**config.mk**
```make
export PLATFORM = sky130hd
export DESIGN_NAME = mcu_seq_ctrl
export DESIGN_NICKNAME = d
export VERILOG_FILES = /design/src/rtl/mcu_seq_ctrl.sv
export SDC_FILE = /design/constraint.sdc
export NUM_CORES = 1
export LEC_CHECK = 0
export ABC_AREA = 0
export BUFFER_PORTS_ARGS = -buffer_cell sky130_fd_sc_hd__buf_2
export CAP_MARGIN = 20
export CORE_MARGIN = 3
export CORE_UTILIZATION = 45
export DETAILED_ROUTE_END_ITERATION = 10
export PLACE_DENSITY = 0.64
export REMOVE_ABC_BUFFERS = 1
export SYNTH_ARGS = -nofsm -noshare
export SYNTH_HDL_FRONTEND = slang
export SYNTH_SLANG_ARGS = --single-unit
```
**constraint.sdc**
```tcl
create_clock -name clk -period 7.5 [get_ports clk]
set_input_delay 0.375 -clock clk [delete_from_list [all_inputs] [get_ports clk]]
set_output_delay 0.375 -clock clk [all_outputs]
set_load 0.05 [all_outputs]
```
**src/rtl/mcu_seq_ctrl.sv**
```systemverilog
// Frame sequencer that paces MCU bank changes for a column-streaming convolver.
// Optional frame abort path (i_abort/o_abort) is enabled by defining MCU_SEQ_CTRL_ABORT_EN.
module mcu_seq_ctrl #(
    parameter int unsigned N     = 2,
    parameter int unsigned COL_W = 10,
    parameter int unsigned ROW_W = 10
) (
    input  logic             clk,
    input  logic             rst,
    input  logic             i_start,
    input  logic [COL_W-1:0] i_ncols,
    input  logic [ROW_W-1:0] i_nrows,
    input  logic             i_col_valid,
    input  logic             i_conv_ready,
    output logic             o_chblk,
    output logic             o_sop,
    output logic             o_eop,
    output logic             o_busy,
    output logic             o_done,
    output logic             o_err,
    output logic [COL_W-1:0] o_col_cnt,
    output logic [ROW_W-1:0] o_row_blk
`ifdef MCU_SEQ_CTRL_ABORT_EN
    ,
    input  logic             i_abort,
    output logic             o_abort
`endif
);

    localparam int unsigned      FlushW    = (N > 1) ? $clog2(N) : 1;
    localparam logic [COL_W-1:0] LoadCols  = COL_W'(N + 1);
    localparam logic [COL_W-1:0] MinCols   = COL_W'(N + 2);
    localparam logic [FlushW-1:0] FlushLast = FlushW'(N - 1);

    typedef enum logic [2:0] {
        StIdle,
        StLoad,
        StRun,
        StFlush,
        StDone
    } state_e;

    state_e            state_q;
    logic [COL_W-1:0]  ncols_q;
    logic [ROW_W-1:0]  nrows_q;
    logic [COL_W-1:0]  col_cnt_q;
    logic [ROW_W-1:0]  row_blk_q;
    logic [FlushW-1:0] flush_cnt_q;
    logic [COL_W-1:0]  chblk_pend_q;
    logic              sop_q;
    logic              eop_q;
    logic              busy_q;
    logic              done_q;
    logic              err_q;
    logic              chblk_q;

    logic              abort_hit;
    logic              start_ok;
    logic              col_acc;
    logic              conv_acc;
    logic              last_row;
    logic [COL_W-1:0]  col_cnt_inc;
    logic [COL_W:0]    chblk_want;

`ifdef MCU_SEQ_CTRL_ABORT_EN
    logic abort_q;
    assign abort_hit = i_abort && (state_q != StIdle);
    assign o_abort   = abort_q;
`else
    assign abort_hit = 1'b0;
`endif

    assign start_ok    = (i_ncols >= MinCols) && (i_nrows != '0);
    assign col_acc     = i_col_valid && !abort_hit && ((state_q == StLoad) || (state_q == StRun));
    assign conv_acc    = i_conv_ready && !abort_hit && (state_q == StFlush);
    assign last_row    = (row_blk_q == (nrows_q - ROW_W'(1)));
    assign col_cnt_inc = col_cnt_q + COL_W'(1);
    // Requests that arrive while a pulse is out are queued so o_chblk always has a gap cycle.
    assign chblk_want  = {1'b0, chblk_pend_q} + {{COL_W{1'b0}}, (col_acc || conv_acc)};

    always_ff @(posedge clk) begin
        if (!rst) begin
            state_q      <= StIdle;
            ncols_q      <= '0;
            nrows_q      <= '0;
            col_cnt_q    <= '0;
            row_blk_q    <= '0;
            flush_cnt_q  <= '0;
            chblk_pend_q <= '0;
            sop_q        <= 1'b0;
            eop_q        <= 1'b0;
            busy_q       <= 1'b0;
            done_q       <= 1'b0;
            err_q        <= 1'b0;
            chblk_q      <= 1'b0;
`ifdef MCU_SEQ_CTRL_ABORT_EN
            abort_q      <= 1'b0;
`endif
        end else begin
            err_q  <= 1'b0;
            done_q <= 1'b0;
`ifdef MCU_SEQ_CTRL_ABORT_EN
            abort_q <= 1'b0;
`endif
            if (abort_hit) begin
                chblk_q      <= 1'b0;
                chblk_pend_q <= '0;
            end else if (!chblk_q && (chblk_want != '0)) begin
                chblk_q      <= 1'b1;
                chblk_pend_q <= COL_W'(chblk_want - (COL_W + 1)'(1));
            end else begin
                chblk_q      <= 1'b0;
                chblk_pend_q <= COL_W'(chblk_want);
            end

            if (abort_hit) begin
                state_q     <= StIdle;
                col_cnt_q   <= '0;
                row_blk_q   <= '0;
                flush_cnt_q <= '0;
                sop_q       <= 1'b0;
                eop_q       <= 1'b0;
                busy_q      <= 1'b0;
`ifdef MCU_SEQ_CTRL_ABORT_EN
                abort_q     <= 1'b1;
`endif
            end else begin
                unique case (state_q)
                    StIdle: begin
                        if (i_start) begin
                            if (start_ok) begin
                                ncols_q     <= i_ncols;
                                nrows_q     <= i_nrows;
                                col_cnt_q   <= '0;
                                row_blk_q   <= '0;
                                flush_cnt_q <= '0;
                                busy_q      <= 1'b1;
                                state_q     <= StLoad;
                            end else begin
                                err_q <= 1'b1;
                            end
                        end
                    end
                    StLoad: begin
                        if (col_acc) begin
                            col_cnt_q <= col_cnt_inc;
                            if (col_cnt_inc == LoadCols) begin
                                sop_q   <= 1'b1;
                                state_q <= StRun;
                            end
                        end
                    end
                    StRun: begin
                        if (col_acc) begin
                            col_cnt_q <= col_cnt_inc;
                            if (col_cnt_inc == ncols_q) begin
                                sop_q       <= 1'b0;
                                eop_q       <= 1'b1;
                                flush_cnt_q <= '0;
                                state_q     <= StFlush;
                            end
                        end
                    end
                    StFlush: begin
                        if (conv_acc) begin
                            if (flush_cnt_q == FlushLast) begin
                                eop_q       <= 1'b0;
                                flush_cnt_q <= '0;
                                if (last_row) begin
                                    done_q  <= 1'b1;
                                    state_q <= StDone;
                                end else begin
                                    row_blk_q <= row_blk_q + ROW_W'(1);
                                    col_cnt_q <= '0;
                                    state_q   <= StLoad;
                                end
                            end else begin
                                flush_cnt_q <= flush_cnt_q + FlushW'(1);
                            end
                        end
                    end
                    StDone: begin
                        busy_q    <= 1'b0;
                        col_cnt_q <= '0;
                        row_blk_q <= '0;
                        state_q   <= StIdle;
                    end
                    default: begin
                        state_q <= StIdle;
                    end
                endcase
            end
        end
    end

    assign o_chblk   = chblk_q;
    assign o_sop     = sop_q;
    assign o_eop     = eop_q;
    assign o_busy    = busy_q;
    assign o_done    = done_q;
    assign o_err     = err_q;
    assign o_col_cnt = col_cnt_q;
    assign o_row_blk = row_blk_q;

endmodule
```
==> results.md, run 1 <==
### Status
• completed — status

### Layout
• 0 — number of antenna diodes
• 1200 um^2 — Sequential cell area
• 17.2% — share of layout cells above drive strength 1
• 4360 um^2 — finished layout cell area
• 2470 um^2 — footprint of the multi-input gates
• 823 — Filler Cell Count
• 11.4% — area growth from synthesis to layout
• 551 — net count of the finished layout
• 52.3% — core occupancy in the finished layout

### Yosys
• 2.81% — share of synthesized cell area in full adder, half adder and majority cells
• 26.0% — share of synthesized cell area in and, or, nand and nor gates
• 9.56% — post-synthesis share of cell area spent on xor and xnor gates
• dfxtp_1 — main flop type after synthesis
• 8.10 um^2 — mean instance size in the synthesized netlist
• 3910 um^2 — post-synthesis cell area
• 69 — count of different cell masters after synthesis
• 483 — number of standard cells after synthesis
• 0 — number of enable-type register cells in the synthesized netlist
• simple AND/OR/NAND/NOR gates — main combinational cell family by area after synthesis
• 30.7% — share of synthesized area occupied by flip-flops and latches
• 6.68% — mux contribution to synthesized area
• 0 — total number of yosys warnings
• 18.2% — area fraction in compound gates after synthesis
• 60 — count of state elements after synthesis
• 0% — fraction of registers with async set/reset

### Setup path
• inv_1 -> nand2_1 -> a21oi_1 -> nand2_1 -> nand2_1 -> ha_1 -> ha_1 -> and4_1 -> nor3b_1 -> a211oi_2 -> a41oi_2 -> nand4_1 -> or3_1 -> a21oi_1 — cell breakdown of the critical path
• 4.36 ns — CP arrival
• nand2_1 — critical path's most frequent cell
• simple AND/OR/NAND/NOR gates — delay-heaviest family, CP
• flip-flop — Worst Setup Start Kind
• 0.48 ns — worst stage delay on the critical path
• flip-flop — kind of capture point of the worst setup path
• 1 — Crit path buffers/inverters
• 7.77 ns — Crit path required time
• flip-flop to flip-flop — Setup CP Type
• a21oi_1 — Crit-path slowest cell
• 10 — maximum fanout count along the critical path

### Place
• 7280 um — post-detailed-placement half-perimeter wirelength
• 4140 um^2 — Area after DPL
• 50 — number of buffers inserted by port buffering
• 0.835 — last weighted congestion value of the routability-driven placer

### STA
• 1.09 ns — transition time at the pin with the least slew margin
• false — RSZ-0062 raised after global routing
• 0.278 ns — worst hold-check slack
• 4.08 ns — fin crit period
• 54.4% — share of the clock period used by the worst path
• 0 — number of hold violations in the final report
• 0 ns — final setup TNS
• 0.00848 ns — setup clock skew after layout
• 27.1% — Relative slew margins
• 0 — final slew viol count
• 0.245 GHz — FMAX
• 0 — final number of setup-violating endpoints

### Detailed routing
• 15.7 um — routed len/inst
• 4 — Initial DRT Pass Iterations
• 0 — number of nets with antenna violations after routing
• 0 — post-detailed-route DRC marker count
• 5.78 — Via-to-Cell Ratio
• 202 — Iteration-0 DRC Markers
• 3631 — vias
• 9890 um — Routed Wire Length

### Global routing
• 23 — largest net degree at the start of global routing
• 20.8% — all-layer global routing usage
• 3441 — vias in the first global route
• 0 — leftover overflow at the end of global routing
• 0 — number of antenna violations at the first check in global routing
• 16800 um — global-route wire length before repair

### Pwr
• 127 uV — Max IR drop VDD
• 1.05 mW — Pwr Total
• 240 nW/um^2 — Pwr Density
• 1.78 nW — leakage power

### Clock network
• 2 — maximum root-to-sink buffer count
• 3 — number of H-tree levels
• 0 — Post-CTS Hold Buffers
• 0 — number of setup buffers added after CTS
• 0.08 ns — Clk pin slew, worst setup/hold paths
• 0.34 ns — insertion delay of the later-clocked pin in the worst-skew pair
• 0 — post-cts resize count
• clkbuf_8 — clock tree root buffer cell
• yes — TritonCTS clock tree
• 60 — clock sink count
• 9 — total CTS buffers

### Hold path
• input port to flip-flop — worst min path class

### Floorplanning
• 9850 um^2 — floorplan die area
• 99.2 um — height of the die
• 99.2 um — floorplan die width
• 33 — std cell rows
• 46.9% — initial standard-cell utilization of the core
• 51 — I/O Pins
• 8340 um^2 — area of the core

### Job
• 0 — maximum capacitance violations

cell families after synthesis:
logic type      count (synthesis)
buf+inv                        46
simple gates                  199
mux                            26
flops                          60
fa+ha+maj                       9
xor+xnor                       41
compound gates                102
sequential cells by signal, summed over array words and instances (netlist names):
name and cells:
chblk_pend_q 10, flush_cnt_q 1, ncols_q 10, nrows_q 10, o_busy 1, o_chblk 1
o_col_cnt 10, o_done 1, o_eop 1, o_err 1, o_row_blk 10, o_sop 1
state_q 3
cells in the mapped netlist, drive strengths merged (4+ instances only):
master / number / area share, %
a211oi: 5 / 1.3
a21oi: 30 / 3.9
a31oi: 4 / 1.0
and2: 4 / 0.64
and3: 8 / 1.3
buf: 15 / 2.3
clkbuf: 12 / 1.9
dfxtp: 60 / 31
ha: 8 / 2.6
inv: 19 / 1.8
mux2i: 25 / 6.4
nand2: 37 / 3.5
nand3: 26 / 3.3
nand4: 6 / 0.96
nor2: 55 / 5.4
nor3: 19 / 2.7
nor4: 11 / 1.9
o211ai: 10 / 1.9
o21ai: 24 / 3.3
or3: 7 / 1.2
or4: 10 / 2.0
xnor2: 22 / 4.9
xor2: 18 / 4.0
power breakdown:
part           switching, mW  total [mW]  internal (mW)
clock network          0.145       0.334          0.189
logic                  0.178       0.314          0.136
registers             0.0477       0.401          0.353
total                  0.371        1.05          0.678
through the flow:
stage,cells,setup slack (ns)
final,628,3.42
after global routing,628,2.91
after CTS,628,3.47
after detailed placement,612,3.48
after global placement,612,3.67
after floorplan,456,4.09
routing by layer:
layer	GRT usage [%]	up-vias	routed length, um
met5	0	-	0
met4	4.62	0	55
met3	5.19	6	458
met2	34.1	88	4770
met1	27.8	1720	4600
li1	-	1817	-
area by class of cell:
cell class,instances,share of cell area [%]
inverters,19,1.64
multi-input cells,377,56.8
repair buffers,51,5.91
clock buffers,9,2.84
flip-flops and latches,60,27.5
well taps,105,3.01
clock inverters,7,2.30
worst min-delay path: stages:
cell and delay, ns:
buf_2 0.08, mux2i_1 0.06, nor2_1 0.07
cell usage in the layout (no fill, tap or decap), types with 10 or more instances in the layout:
cell type / netlist / routed
o21ai_0: 22 / 22
a21oi_1: 29 / 29
nand2_1: 37 / 37
mux2i_1: 25 / 25
nor4_1: 10 / 10
dfxtp_1: 60 / 60
inv_1: 19 / 19
nor3_1: 17 / 17
nand3_1: 26 / 26
xor2_1: 18 / 18
o211ai_1: 10 / 10
buf_2: 9 / 50
xnor2_1: 22 / 22
nor2_1: 53 / 53
path summary, 6_finish.rpt:
kind               from         endpoint  slack (ns)  depth (start not counted)
max reg2reg  state_q[0]  chblk_pend_q[5]        3.42                         14
min          i_nrows[3]       nrows_q[3]        0.28                          3
max          state_q[0]  chblk_pend_q[5]        3.42                         14
min reg2reg      o_busy           o_busy        0.48                          2
No activity file was read; power rests on OpenSTA's default activity.
==> run 2, diff against run 1 <==
--- a/config.mk
+++ b/config.mk
@@ -11,7 +11,7 @@
 export CORE_MARGIN = 3
 export CORE_UTILIZATION = 45
 export DETAILED_ROUTE_END_ITERATION = 10
-export PLACE_DENSITY = 0.64
+export PLACE_DENSITY = 0.66
 export REMOVE_ABC_BUFFERS = 1
 export SYNTH_ARGS = -nofsm -noshare
 export SYNTH_HDL_FRONTEND = slang
==> constraint.sdc (replaced) <==
create_clock -name clk -period 3.4 [get_ports clk]
set_input_delay 0.17 -clock clk [delete_from_list [all_inputs] [get_ports clk]]
set_output_delay 0.17 -clock clk [all_outputs]
set_load 0.05 [all_outputs]
==> results.md, run 2 (synthesis gave the netlist of run 1 again) <==
### Global routing
• 32.0% — met2 usage, -2.1 points
• 20.1% — all-layer global routing usage, -0.75 points
• met2 — layer with the highest usage
• 39 — largest net degree at the start of global routing, +70%
• 27.6% — met1 global-route usage, -0.24 points
• 16400 um — global-route wire length before repair, -2.5%
• 3432 — vias in the first global route, -0.26%
• 0 — number of antenna violations at the first check in global routing, unchanged
• 2.95% — met3 capacity usage during global routing, -2.2 points
• 0 — leftover overflow at the end of global routing, unchanged

### STA
• 0.613 ns — transition time at the pin with the least slew margin, -0.478 ns
• 3.15 ns — fin crit period, -0.935 ns
• 0 — number of hold violations in the final report, unchanged
• 0.00816 ns — setup clock skew after layout, -0.000316 ns
• 0.318 GHz — FMAX, +30%
• 58.9% — Relative slew margins, +32 points
• 92.6% — share of the clock period used by the worst path, +38 points
• 0 — final slew viol count, unchanged
• 0 — final number of setup-violating endpoints, unchanged

### Floorplanning
• 51 — I/O Pins, unchanged
• 9850 um^2 — floorplan die area, unchanged
• 99.2 um — floorplan die width, unchanged
• 99.2 um — height of the die, unchanged
• 33 — std cell rows, unchanged
• 46.9% — initial standard-cell utilization of the core, unchanged
• 8340 um^2 — area of the core, unchanged

### Pwr
• 27.3% — part of the total power dissipated in the clock network, -4.6 points
• 34.0% — part of the total power dissipated in combinational logic, +4.1 points
• 514 nW/um^2 — Pwr Density, +110%
• 35.1% — switching power as a share of total power, -0.26 points
• 799 uW — Net Switching, +120%
• 1.84 nW — leakage power, +3.3%
• 2.28 mW — Pwr Total, +120%
• 243 uV — Max IR drop VDD, +91%
• 38.7% — portion of total power attributed to sequential cells, +0.5 points
• 1.48 mW — internal power, +120%

### Hold path
• input port to flip-flop — worst min path class

### Detailed routing
• 5.78 — Via-to-Cell Ratio, about the same
• 3691 — vias, +1.7%
• 8 — Initial DRT Pass Iterations, +4
• 15.3 um — routed len/inst, -2.9%
• 9770 um — Routed Wire Length, -1.2%
• 175 — Iteration-0 DRC Markers, -13%
• 0 — number of nets with antenna violations after routing, unchanged
• 0 — post-detailed-route DRC marker count, unchanged

### Setup path
• dfxtp_1 — Crit-path slowest cell
• 3 — Crit path buffers/inverters, +2
• inv_1 -> nand2_1 -> a21oi_1 -> nand2_1 -> nand2_1 -> ha_1 -> ha_1 -> buf_4 -> and3_1 -> o211ai_1 -> a211oi_2 -> a41oi_2 -> nand4_1 -> buf_4 -> or3_1 -> a21oi_1 — cell breakdown of the critical path
• nand2_1 — critical path's most frequent cell
• 3.67 ns — Crit path required time, -4.10 ns
• 3.42 ns — CP arrival, -0.94 ns
• flip-flop to flip-flop — Setup CP Type
• flip-flop — kind of capture point of the worst setup path
• 0.40 ns — worst stage delay on the critical path, -0.08 ns
• 6 — maximum fanout count along the critical path, -4
• simple AND/OR/NAND/NOR gates — delay-heaviest family, CP
• flip-flop — Worst Setup Start Kind

### Clock network
• yes — TritonCTS clock tree
• 9 — total CTS buffers, unchanged
• 0.07 ns — Clk pin slew, worst setup/hold paths, about the same
• 0 — Post-CTS Hold Buffers, unchanged
• 60 — clock sink count, unchanged
• clkbuf_8 — clock tree root buffer cell
• 0.34 ns — insertion delay of the later-clocked pin in the worst-skew pair, about the same
• 2 — maximum root-to-sink buffer count, unchanged
• 3 — number of H-tree levels, unchanged

### Place
• 4200 um^2 — Area after DPL, +1.5%
• 50 — number of buffers inserted by port buffering, unchanged
• 0.875 — last weighted congestion value of the routability-driven placer, +4.8%
• 7070 um — post-detailed-placement half-perimeter wirelength, -3.0%

### Layout
• dfxtp_1 — leading cell type in the layout, fill and taps excluded
• 19.3% — share of layout cells above drive strength 1, +2.1 points
• dfxtp_1 (59), nor2_1 (53), buf_2 (50), nand2_1 (37), a21oi_1 (29) — commonest cells after routing, fill and taps aside
• 13.1% — area growth from synthesis to layout
• 563 — net count of the finished layout, +2.2%
• 0 — number of antenna diodes, unchanged
• 815 — Filler Cell Count, -0.97%
• 4430 um^2 — finished layout cell area, +1.5%

### Job
• 0 — maximum capacitance violations, unchanged

### Status
• completed — status

[run 2: stage by stage]
| step | setup TNS (ns) | setup slack [ns] | utilization [%] | hold slack (ns) | instances |
|---|---|---|---|---|---|
| final | 0 | 0.252 | 53.1 | 0.0583 | 639 |
| after detailed placement | 0 | 0.105 | 50.3 | 0.410 | 620 |
| after floorplan | -0.0154 | -0.0124 | - | 0.284 | 456 |
| after global routing | -0.00361 | -0.00361 | 53.1 | 0.0713 | 639 |
| after global placement | 0 | 0.244 | 50.3 | 0.405 | 620 |
| after CTS | 0 | 0.0832 | 52.6 | 0.0538 | 635 |
[run 2: worst reg2reg max path, cell delays in order, from the launching register on]
cell,delay (ns)
dfxtp_1,0.40
inv_1,0.13
nand2_1,0.13
a21oi_1,0.09
nand2_1,0.10
nand2_1,0.07
ha_1,0.18
ha_1,0.18
buf_4,0.15
and3_1,0.14
o211ai_1,0.23
a211oi_2,0.13
a41oi_2,0.32
nand4_1,0.12
buf_4,0.18
or3_1,0.36
a21oi_1,0.14
[run 2: path summary, 6_finish.rpt]
path | endpoint | cells after the start | slack, ns | from
worst max-delay path | chblk_pend_q[5] | 16 | 0.25 | state_q[0]
worst max register to register | chblk_pend_q[5] | 16 | 0.25 | state_q[0]
worst min register to register | o_busy | 2 | 0.48 | o_busy
worst min-delay path | ncols_q[0] | 3 | 0.06 | i_ncols[0]
[run 2: what timing repair did]
item	in CTS	in global routing
resized for setup	0	4
setup endpoints to repair	0	4
setup buffers	0	4
[run 2: per-layer routing]
metal	part of all wire, %	wire (um)	vias up
li1	-	-	1838
met1	48	4670	1734
met2	46	4520	106
met3	4.6	450	13
met4	1.3	127	0
met5	0	0	-
[run 2: cell type report]
cell class | count | area (um^2) | share of cell area (%)
clock buffer | 14 | 183 | 4.13
clock inverter | 1 | 5.00 | 0.113
inverter | 19 | 71.3 | 1.61
multi-input combinational | 377 | 2490 | 56.2
sequential | 60 | 1200 | 27.2
tap | 105 | 131 | 2.97
timing repair buffer | 63 | 348 | 7.86
[run 2: power groups by stage]
stage | sequential (mW) | clock (mW) | combinational [mW]
2_1_floorplan | 0.899 | 0 | 0.530
3_3_place_gp | 0.891 | 0 | 0.683
3_5_place_dp | 0.895 | 0 | 0.697
4_1_cts | 0.879 | 0.633 | 0.700
5_1_grt | 0.897 | 0.667 | 0.864
6_report | 0.881 | 0.621 | 0.773
==> run 3, diff against run 2 <==
--- a/config.mk
+++ b/config.mk
@@ -8,10 +8,11 @@
 export ABC_AREA = 0
 export BUFFER_PORTS_ARGS = -buffer_cell sky130_fd_sc_hd__buf_2
 export CAP_MARGIN = 20
-export CORE_MARGIN = 3
+export CORE_MARGIN = 2
 export CORE_UTILIZATION = 45
 export DETAILED_ROUTE_END_ITERATION = 10
 export PLACE_DENSITY = 0.66
+export RECOVER_POWER = 25
 export REMOVE_ABC_BUFFERS = 1
 export SYNTH_ARGS = -nofsm -noshare
 export SYNTH_HDL_FRONTEND = slang
==> results.md, run 3 (synthesis gave the netlist of run 1 again) <==
### Floorplanning
• 97.2 um — floorplan die width, -2.0%
• 34 — std cell rows, +3.0%
• 97.2 um — height of the die, -2.0%
• 51 — I/O Pins, unchanged
• 8590 um^2 — area of the core, +3.0%
• 9460 um^2 — floorplan die area, -4.0%
• 45.5% — initial standard-cell utilization of the core, -1.4 points

### Clock network
• 0.07 ns — Clk pin slew, worst setup/hold paths, about the same
• 0 — Post-CTS Hold Buffers, unchanged
• clkbuf_8 — clock tree root buffer cell
• 60 — clock sink count, unchanged
• 9 — total CTS buffers, unchanged
• 3 — number of H-tree levels, unchanged
• 2 — maximum root-to-sink buffer count, unchanged
• 0.34 ns — insertion delay of the later-clocked pin in the worst-skew pair, about the same
• yes — TritonCTS clock tree

### Detailed routing
• 181 — Iteration-0 DRC Markers, +3.4%
• 9740 um — Routed Wire Length, -0.27%
• 0 — number of nets with antenna violations after routing, unchanged
• 4 — Initial DRT Pass Iterations, -4
• 3705 — vias, +0.38%
• 15.1 um — routed len/inst, -0.89%
• 5.76 — Via-to-Cell Ratio, -0.25%
• 0 — post-detailed-route DRC marker count, unchanged

### STA
• 0.0121 ns — setup clock skew after layout, +0.00395 ns
• 0 — final number of setup-violating endpoints, unchanged
• 3.08 ns — fin crit period, -0.0702 ns
• 0.649 ns — transition time at the pin with the least slew margin, +0.0361 ns
• 0 — final slew viol count, unchanged
• 56.7% — Relative slew margins, -2.2 points
• 0.325 GHz — FMAX, +2.3%
• 0 ns — final setup TNS, unchanged
• 0.0718 ns — worst hold-check slack, +0.0135 ns
• 0 — number of hold violations in the final report, unchanged
• 0.322 ns — post-route setup slack, +0.0702 ns
• 90.5% — share of the clock period used by the worst path, -2.1 points

### Layout
• 15.5% — share of layout cells above drive strength 1, -3.8 points
• 0 — number of antenna diodes, unchanged
• 51.4% — core occupancy in the finished layout, -1.7 points
• 4410 um^2 — finished layout cell area, -0.28%
• 643 — final instance count without filler cells, +0.63%
• 12.8% — area growth from synthesis to layout
• 563 — net count of the finished layout, unchanged
• dfxtp_1 — leading cell type in the layout, fill and taps excluded
• dfxtp_1 (59), nor2_1 (53), nand2_1 (37), buf_2 (30), a21oi_1 (29) — commonest cells after routing, fill and taps aside

### Setup path
• 3 — Crit path buffers/inverters, unchanged
• 6 — maximum fanout count along the critical path, unchanged
• 3.61 ns — Crit path required time, -0.06 ns
• nand2_1 — critical path's most frequent cell
• flip-flop to flip-flop — Setup CP Type
• 3.28 ns — CP arrival, -0.14 ns
• dfxtp_1 — Crit-path slowest cell
• 0.41 ns — worst stage delay on the critical path, about the same
• flip-flop — Worst Setup Start Kind
• simple AND/OR/NAND/NOR gates — delay-heaviest family, CP
• inv_1 -> nand2_1 -> a21oi_1 -> nand2_1 -> nand2_1 -> ha_1 -> ha_1 -> buf_4 -> xnor2_1 -> nand2_1 -> nor3_1 -> a41oi_2 -> buf_4 -> nand3_1 -> nor2_1 -> xor2_1 -> nor2_1 — cell breakdown of the critical path
• flip-flop — kind of capture point of the worst setup path

### Global routing
• 3405 — vias in the first global route, -0.79%
• 20.7% — all-layer global routing usage, +0.65 points
• 24 — largest net degree at the start of global routing, -38%
• 0 — number of antenna violations at the first check in global routing, unchanged
• 16300 um — global-route wire length before repair, -0.67%
• 0 — leftover overflow at the end of global routing, unchanged

### Place
• 50 — number of buffers inserted by port buffering, unchanged
• 4220 um^2 — Area after DPL, +0.63%
• 7170 um — post-detailed-placement half-perimeter wirelength, +1.5%
• 0.208 ns — minimum setup slack after placement, +0.103 ns
• 0.917 — last weighted congestion value of the routability-driven placer, +4.8%
• 626 — Placed Cells incl. Taps, +0.97%

### Status
• completed — status

### Pwr
• 1.76 nW — leakage power, -4.4%
• 221 uV — Max IR drop VDD, -8.8%
• 520 nW/um^2 — Pwr Density, +1.1%
• 2.29 mW — Pwr Total, +0.83%

### Hold path
• input port to flip-flop — worst min path class

### Job
• 0 — maximum capacitance violations, unchanged

[run 3: final cells by class]
cell class / count / area, um^2
multi-input cells: 377 / 2480
fillers: 850 / 4180
inverters: 19 / 71.3
clock inverters: 4 / 47.5
clock buffers: 12 / 155
flip-flops and latches: 60 / 1200
repair buffers: 63 / 323
well taps: 108 / 135
[run 3: power by group]
part / internal (mW) / total [mW] / switching (mW) / leakage [nW]
Clock: 0.376 / 0.666 / 0.290 / 0.102
Combinational: 0.331 / 0.744 / 0.414 / 1.17
Sequential: 0.780 / 0.884 / 0.104 / 0.490
Total: 1.49 / 2.29 / 0.807 / 1.76
[run 3: worst register-to-register path, stage by stage (launching register included)]
cell	delay, ns
dfxtp_1	0.41
inv_1	0.13
nand2_1	0.12
a21oi_1	0.09
nand2_1	0.09
nand2_1	0.09
ha_1	0.19
ha_1	0.19
buf_4	0.15
xnor2_1	0.30
nand2_1	0.14
nor3_1	0.28
a41oi_2	0.16
buf_4	0.19
nand3_1	0.14
nor2_1	0.08
xor2_1	0.15
nor2_1	0.05
[run 3: routing by layer]
metal | up-vias | part of all wire [%] | GRT usage (%)
met3 | 9 | 4.1 | 4.46
met2 | 84 | 47 | 33.5
li1 | 1844 | - | -
met4 | 0 | 1.0 | 6.30
met1 | 1768 | 48 | 27.9
met5 | - | 0 | 0
[run 3: path summary, 6_finish.rpt]
path,from,endpoint,slack (ns),cells after the start
max reg2reg,state_q[0],chblk_pend_q[6],0.32,17
min reg2reg,o_busy,o_busy,0.46,2
min,i_ncols[5],ncols_q[5],0.07,3
max,state_q[0],chblk_pend_q[6],0.32,17
[run 3: timing repair]
item,CTS,global route
setup buffers,0,1
gates resized for setup,0,4
setup endpoints to repair,0,4
